### config.mk
export PLATFORM = sky130hd
export DESIGN_NAME = lms_tap_feeder
export DESIGN_NICKNAME = d
export VERILOG_FILES = /design/src/rtl/lms_pkg.sv /design/src/rtl/lms_tap_line.sv /design/src/rtl/lms_tap_feeder.sv
export SDC_FILE = /design/constraint.sdc
export NUM_CORES = 1
export LEC_CHECK = 0
export ABC_AREA = 1
export CAP_MARGIN = 15
export CORE_ASPECT_RATIO = 1.75
export CORE_UTILIZATION = 57
export DETAILED_ROUTE_END_ITERATION = 6
export HOLD_SLACK_MARGIN = 0.15
export PLACE_DENSITY = 0.75
export SYNTH_ARGS = -nofsm -noshare
export SYNTH_HDL_FRONTEND = slang
export SYNTH_SLANG_ARGS = --single-unit
### constraint.sdc
create_clock -name clk -period 2.6 [get_ports clk]
set_clock_uncertainty 0.1 [all_clocks]
set_input_delay 0.52 -clock clk [delete_from_list [all_inputs] [get_ports clk]]
set_output_delay 0.52 -clock clk [all_outputs]
set_load 0.01 [all_outputs]
### src/rtl/lms_pkg.sv
// Shared constants, FSM state encoding and tap beat layout for the LMS tap feeder
// and the MAC/update engine it feeds.
package lms_pkg;

    localparam int LMS_DATA_WIDTH = 16;
    localparam int LMS_TAPS       = 32;
    localparam int LMS_TAP_IDX_W  = 5;
    localparam int LMS_CNT_W      = 16;

    typedef enum logic [1:0] {
        IDLE   = 2'd0,
        FETCH  = 2'd1,
        STREAM = 2'd2
    } lms_state_e;

    typedef struct packed {
        logic [LMS_DATA_WIDTH-1:0] data;
        logic [LMS_TAP_IDX_W-1:0]  idx;
        logic                      first;
        logic                      last;
    } tap_beat_t;

endpackage

### src/rtl/lms_tap_line.sv
// TAPS x DATA_WIDTH register delay line: one write port, one combinational read
// port and a synchronous clear of every entry.
module lms_tap_line
    import lms_pkg::*;
#(
    parameter int DATA_WIDTH = LMS_DATA_WIDTH,
    parameter int TAPS       = LMS_TAPS,
    parameter int ADDR_W     = LMS_TAP_IDX_W
) (
    input  logic                  clk,
    input  logic                  rst_n,
    input  logic                  clear,
    input  logic                  we,
    input  logic [ADDR_W-1:0]     waddr,
    input  logic [DATA_WIDTH-1:0] wdata,
    input  logic [ADDR_W-1:0]     raddr,
    output logic [DATA_WIDTH-1:0] rdata
);

    logic [DATA_WIDTH-1:0] line_r [TAPS];

    // Sample storage: zeroed on reset or clear, otherwise one write per pop.
    always_ff @(posedge clk or negedge rst_n) begin
        if (!rst_n) begin
            for (int i = 0; i < TAPS; i++) begin
                line_r[i] <= '0;
            end
        end else if (clear) begin
            for (int i = 0; i < TAPS; i++) begin
                line_r[i] <= '0;
            end
        end else if (we) begin
            line_r[waddr] <= wdata;
        end
    end

    assign rdata = line_r[raddr];

endmodule

### src/rtl/lms_tap_feeder.sv
// Pops samples from the prefetch FIFO into a circular delay line and streams the
// full tap window, newest first, to the LMS MAC over valid/ready.
module lms_tap_feeder
    import lms_pkg::*;
#(
    parameter int DATA_WIDTH = LMS_DATA_WIDTH,
    parameter int TAPS       = LMS_TAPS,
    parameter int TAP_IDX_W  = LMS_TAP_IDX_W,
    parameter int CNT_W      = LMS_CNT_W
) (
    input  logic                  clk,
    input  logic                  rst_n,
    input  logic                  en,
    input  logic                  clear,
    output logic                  fifo_rd_en,
    input  logic                  fifo_rd_vld,
    input  logic [DATA_WIDTH-1:0] fifo_rd_data,
    output logic                  tap_valid,
    input  logic                  tap_ready,
    output logic [DATA_WIDTH-1:0] tap_data,
    output logic [TAP_IDX_W-1:0]  tap_idx,
    output logic                  tap_first,
    output logic                  tap_last,
    output logic [CNT_W-1:0]      sample_cnt
);

    localparam logic [TAP_IDX_W-1:0] IDX_ONE  = TAP_IDX_W'(1);
    localparam logic [TAP_IDX_W-1:0] LAST_IDX = TAP_IDX_W'(TAPS - 1);
    localparam logic [CNT_W-1:0]     CNT_ONE  = CNT_W'(1);

    lms_state_e            state_r;
    lms_state_e            state_nxt_s;
    logic                  pop_s;
    logic                  adv_s;
    logic                  done_s;
    logic [TAP_IDX_W-1:0]  wptr_r;
    logic [TAP_IDX_W-1:0]  newest_r;
    logic [TAP_IDX_W-1:0]  raddr_s;
    logic [TAP_IDX_W-1:0]  idx_nxt_s;
    logic [DATA_WIDTH-1:0] rdata_s;
    logic                  tap_valid_r;
    logic [DATA_WIDTH-1:0] tap_data_r;
    logic [TAP_IDX_W-1:0]  tap_idx_r;
    logic                  tap_first_r;
    logic                  tap_last_r;
    logic [CNT_W-1:0]      sample_cnt_r;

    // Address of the tap that follows the one currently presented.
    assign idx_nxt_s = tap_idx_r + IDX_ONE;
    assign raddr_s   = newest_r - tap_idx_r - IDX_ONE;

    lms_tap_line #(
        .DATA_WIDTH (DATA_WIDTH),
        .TAPS       (TAPS),
        .ADDR_W     (TAP_IDX_W)
    ) u_line (
        .clk   (clk),
        .rst_n (rst_n),
        .clear (clear),
        .we    (pop_s),
        .waddr (wptr_r),
        .wdata (fifo_rd_data),
        .raddr (raddr_s),
        .rdata (rdata_s)
    );

    // FSM state register.
    always_ff @(posedge clk or negedge rst_n) begin
        if (!rst_n) begin
            state_r <= IDLE;
        end else begin
            state_r <= state_nxt_s;
        end
    end

    // Next state and per-cycle events; clear overrides everything, so no pop on a clear cycle.
    always_comb begin
        state_nxt_s = state_r;
        pop_s       = 1'b0;
        adv_s       = 1'b0;
        done_s      = 1'b0;
        if (clear) begin
            state_nxt_s = IDLE;
        end else begin
            case (state_r)
                IDLE: begin
                    if (en) begin
                        state_nxt_s = FETCH;
                    end else begin
                        state_nxt_s = IDLE;
                    end
                end
                FETCH: begin
                    if (fifo_rd_vld) begin
                        pop_s       = 1'b1;
                        state_nxt_s = STREAM;
                    end else begin
                        state_nxt_s = FETCH;
                    end
                end
                STREAM: begin
                    if (tap_ready && tap_last_r) begin
                        done_s      = 1'b1;
                        state_nxt_s = en ? FETCH : IDLE;
                    end else if (tap_ready) begin
                        adv_s = 1'b1;
                    end else begin
                        state_nxt_s = STREAM;
                    end
                end
                default: begin
                    state_nxt_s = IDLE;
                end
            endcase
        end
    end

    // Datapath: pointers, counter and the registered tap beat (held while stalled).
    always_ff @(posedge clk or negedge rst_n) begin
        if (!rst_n) begin
            wptr_r       <= '0;
            newest_r     <= '0;
            sample_cnt_r <= '0;
            tap_valid_r  <= 1'b0;
            tap_data_r   <= '0;
            tap_idx_r    <= '0;
            tap_first_r  <= 1'b0;
            tap_last_r   <= 1'b0;
        end else if (clear) begin
            wptr_r       <= '0;
            newest_r     <= '0;
            sample_cnt_r <= '0;
            tap_valid_r  <= 1'b0;
            tap_data_r   <= '0;
            tap_idx_r    <= '0;
            tap_first_r  <= 1'b0;
            tap_last_r   <= 1'b0;
        end else if (pop_s) begin
            wptr_r       <= wptr_r + IDX_ONE;
            newest_r     <= wptr_r;
            sample_cnt_r <= sample_cnt_r + CNT_ONE;
            tap_valid_r  <= 1'b1;
            tap_data_r   <= fifo_rd_data;
            tap_idx_r    <= '0;
            tap_first_r  <= 1'b1;
            tap_last_r   <= 1'b0;
        end else if (adv_s) begin
            tap_data_r  <= rdata_s;
            tap_idx_r   <= idx_nxt_s;
            tap_first_r <= 1'b0;
            tap_last_r  <= (idx_nxt_s == LAST_IDX);
        end else if (done_s) begin
            tap_valid_r <= 1'b0;
            tap_last_r  <= 1'b0;
        end
    end

    assign fifo_rd_en = pop_s;
    assign tap_valid  = tap_valid_r;
    assign tap_data   = tap_data_r;
    assign tap_idx    = tap_idx_r;
    assign tap_first  = tap_first_r;
    assign tap_last   = tap_last_r;
    assign sample_cnt = sample_cnt_r;

endmodule
==> metrics.txt <==
most common cell after layout, fill and taps aside nand2_1; Net Count, Synth 3413; Critical Path End Type flop; Layout Utilization 67.3%; area post-placement 29500 sq um; most frequent cells in the layout 789 x nand2_1, 564 x dfrtp_1, 474 x nand3_1, 451 x inv_1, 386 x o22ai_1; TritonCTS buffer count 52; crit share post-route 111%; H-tree depth 2; Chip Height 293 um; maximum clock path buffer count 3; worst-path fanout max 30; ANT nets after route 0; leading area contributor after synthesis dfrtp_1; Final min period 2.88 ns; initial antenna violation count 3; worst path cell trace inv_2, ha_4, fa_4, inv_8, buf_12, buf_4, nand3_1, nand3_1, nand2_1, nand2_1, nand3_1, nand3_1, a21oi_1; internal reg-to-reg setup slack -0.28 ns; reg2reg start tap_idx[0]; Via density 6.40; critical path class flop to flop; post-synth top area share 51.3%; synthesized flop and latch total 564; Setup-failing EPs final 16; I/O pins 63; drt total wl 102000 um; Worst Hold Margin 0.307 ns; Syn Inst Count 3379; crit path launch type flop; count of max-cap constraint violations 0; Syn-to-layout area delta 16.9%; die width 168 um; wire length per cell 25.1 um; power per cell area 575 nW/um^2; Rows 106; Initial Utilization 57.6%; crit-path max cell delay 0.85 ns; CTS tree yes; DRC viols 0; synthesized area per cell 8.14 sq um; Synth cell types 36; data required time of the worst path 3.02 ns; CP top delay family adder cells; Leak 13.8 nW; worst-margin pin slew 0.715 ns; post-route cell area 32100 sq um; routability cong. 0.969; Clock Tree Root clkbuf_16; Max Slew Vio Count 0; slew margin rel. 52.3%; CP dominant cell by count nand3_1; die area 49200 sq um; Cells after DPL 3935; register area share after synthesis 51.3%; Crit-path slowest cell fa_4; Hold Path Class primary input to async pin; vias in the first global route 25300; RSZ-0062 raised after global routing yes; final net count 3447; final worst slack -0.282 ns; Buf+Inv Stages, Crit Path 4; fmax 347 MHz; clock transition at the registers of the reported paths 0.07 ns; Synth Cell Area 27500 sq um; pre-CTS setup slack -0.481 ns; non-filler cells in the finished layout 4049; Worst R2R End tap_data[2]; peak supply drop 0.524 mV; core box area 47700 sq um; DP HPWL 64400 um; layout cells sized above 1 12.7%; total global-route track usage 41.9%; data arrival time of the critical path 3.30 ns; first-pass GRT wire length 153000 um; endpoints failing hold 0; main area contributors after synthesis dfrtp_1 51%, nand2_1 11%, nand3_1 9.8%; DRT iter0 DRCs 2949; I/O Buffers 62; worst skew pair latency 0.60 ns; yosys warns 0; outcome finished with violations; # fillers 3868; CTS Sinks 564; Vias 25900; failing checks setup timing; drt first pass iters 6; total gr overflow 0; largest net degree at the start of global routing 92; Reg2Reg Depth 13
[where the power goes]
group	switching [mW]	leakage, nW	internal [mW]
sequential	0.0938	7.86	8.82
combinational	0.980	5.03	0.425
clock	3.52	0.869	4.66
total	4.59	13.8	13.9
[cells in the mapped netlist, drive strengths merged]
| cell | n |
|---|---|
| xnor2 | 1 |
| o21a | 1 |
| nand3b | 1 |
| a21oi | 27 |
| fa | 1 |
| nor4 | 1 |
| o21ai | 174 |
| nand4 | 9 |
| o41ai | 1 |
| o22ai | 386 |
| inv | 490 |
| nand2 | 820 |
| nand3 | 547 |
| xor2 | 4 |
| clkinv | 1 |
| buf | 176 |
| clkbuf | 76 |
| nor2 | 79 |
| nor3 | 9 |
| dfrtp | 564 |
| ha | 11 |
[what timing repair did]
action / in CTS / in global routing
buffers inserted: 7 / 1
resized for setup: 101 / 21
hold buffers: 1 / 0
pin swaps: 22 / 4
setup endpoints to repair: 16 / 17
gates cloned: 8 / 1
endpoints found under the hold margin: 133 / 0
[worst max path at each step]
stage / from / end / slack [ns] / cells past startpoint
floorplan: tap_idx[0] / tap_data[6] / 0.21 / 13
global placement: tap_idx[0] / tap_data[3] / -0.48 / 13
detailed placement: tap_idx[0] / tap_data[3] / -0.48 / 13
CTS: tap_idx[0] / tap_data[11] / -0.26 / 13
global route: tap_idx[0] / tap_data[0] / -0.30 / 13
finish: tap_idx[0] / tap_data[2] / -0.28 / 13
[logic make-up (layout without fill, tap and decap cells)]
kind of cell               count (synthesis)  after routing  synth area share (%)
AOI/OAI and AO/OA                        589            589                  13.4
adders and majority gates                 12             12                 0.573
xor gates and xnor gates                   5              5                 0.159
buffers and inverters                    743            818                  11.3
DFF                                      564            564                  51.3
and+or+nand+nor                         1466           1466                  23.2
other                                      0              1                     0
[state kept, by name, indices dropped and copies added, names as in the netlist]
register       count
sample_cnt        16
newest_r           5
tap_first          1
tap_valid          1
wptr_r             5
tap_idx            5
tap_data          16
u_line.line_r    512
state_r            2
tap_last           1
[worst reg2reg max path, cell delays in order, from the launching register on]
cell and delay, ns:
dfrtp_1 0.38, inv_2 0.07, ha_4 0.16, fa_4 0.85
inv_8 0.11, buf_12 0.19, buf_4 0.17, nand3_1 0.15
nand3_1 0.09, nand2_1 0.12, nand2_1 0.07, nand3_1 0.11
nand3_1 0.09, a21oi_1 0.13
[per-layer routing]
| metal | global-route usage [%] | vias up | share of wire, % |
|---|---|---|---|
| met3 | 7.12 | 475 | 9.2 |
| met1 | 49.7 | 12500 | 34 |
| met5 | 0.404 | - | 0.024 |
| li1 | - | 11200 | - |
| met4 | 36.7 | 4 | 10 |
| met2 | 65.9 | 1757 | 46 |
[area by class of cell]
cell class	instances	area (sq um)	area share, %
clock inverters	24	312	0.969
flip-flops and latches	564	14100	43.9
clock buffers	71	1470	4.58
well taps	594	743	2.31
diodes	1	2.50	0.00778
repair buffers	232	2890	9.00
multi-input cells	2072	10700	33.4
inverters	491	1860	5.80
[through the flow]
step	TNS, ns	total power [mW]
final	-3.72	18.5
after global routing	-4.28	18.8
after CTS	-3.77	18.5
after detailed placement	-5.94	10.4
after global placement	-5.57	10.4
after floorplan	0	9.61
Note: power is estimated with default switching activity, not from simulation.
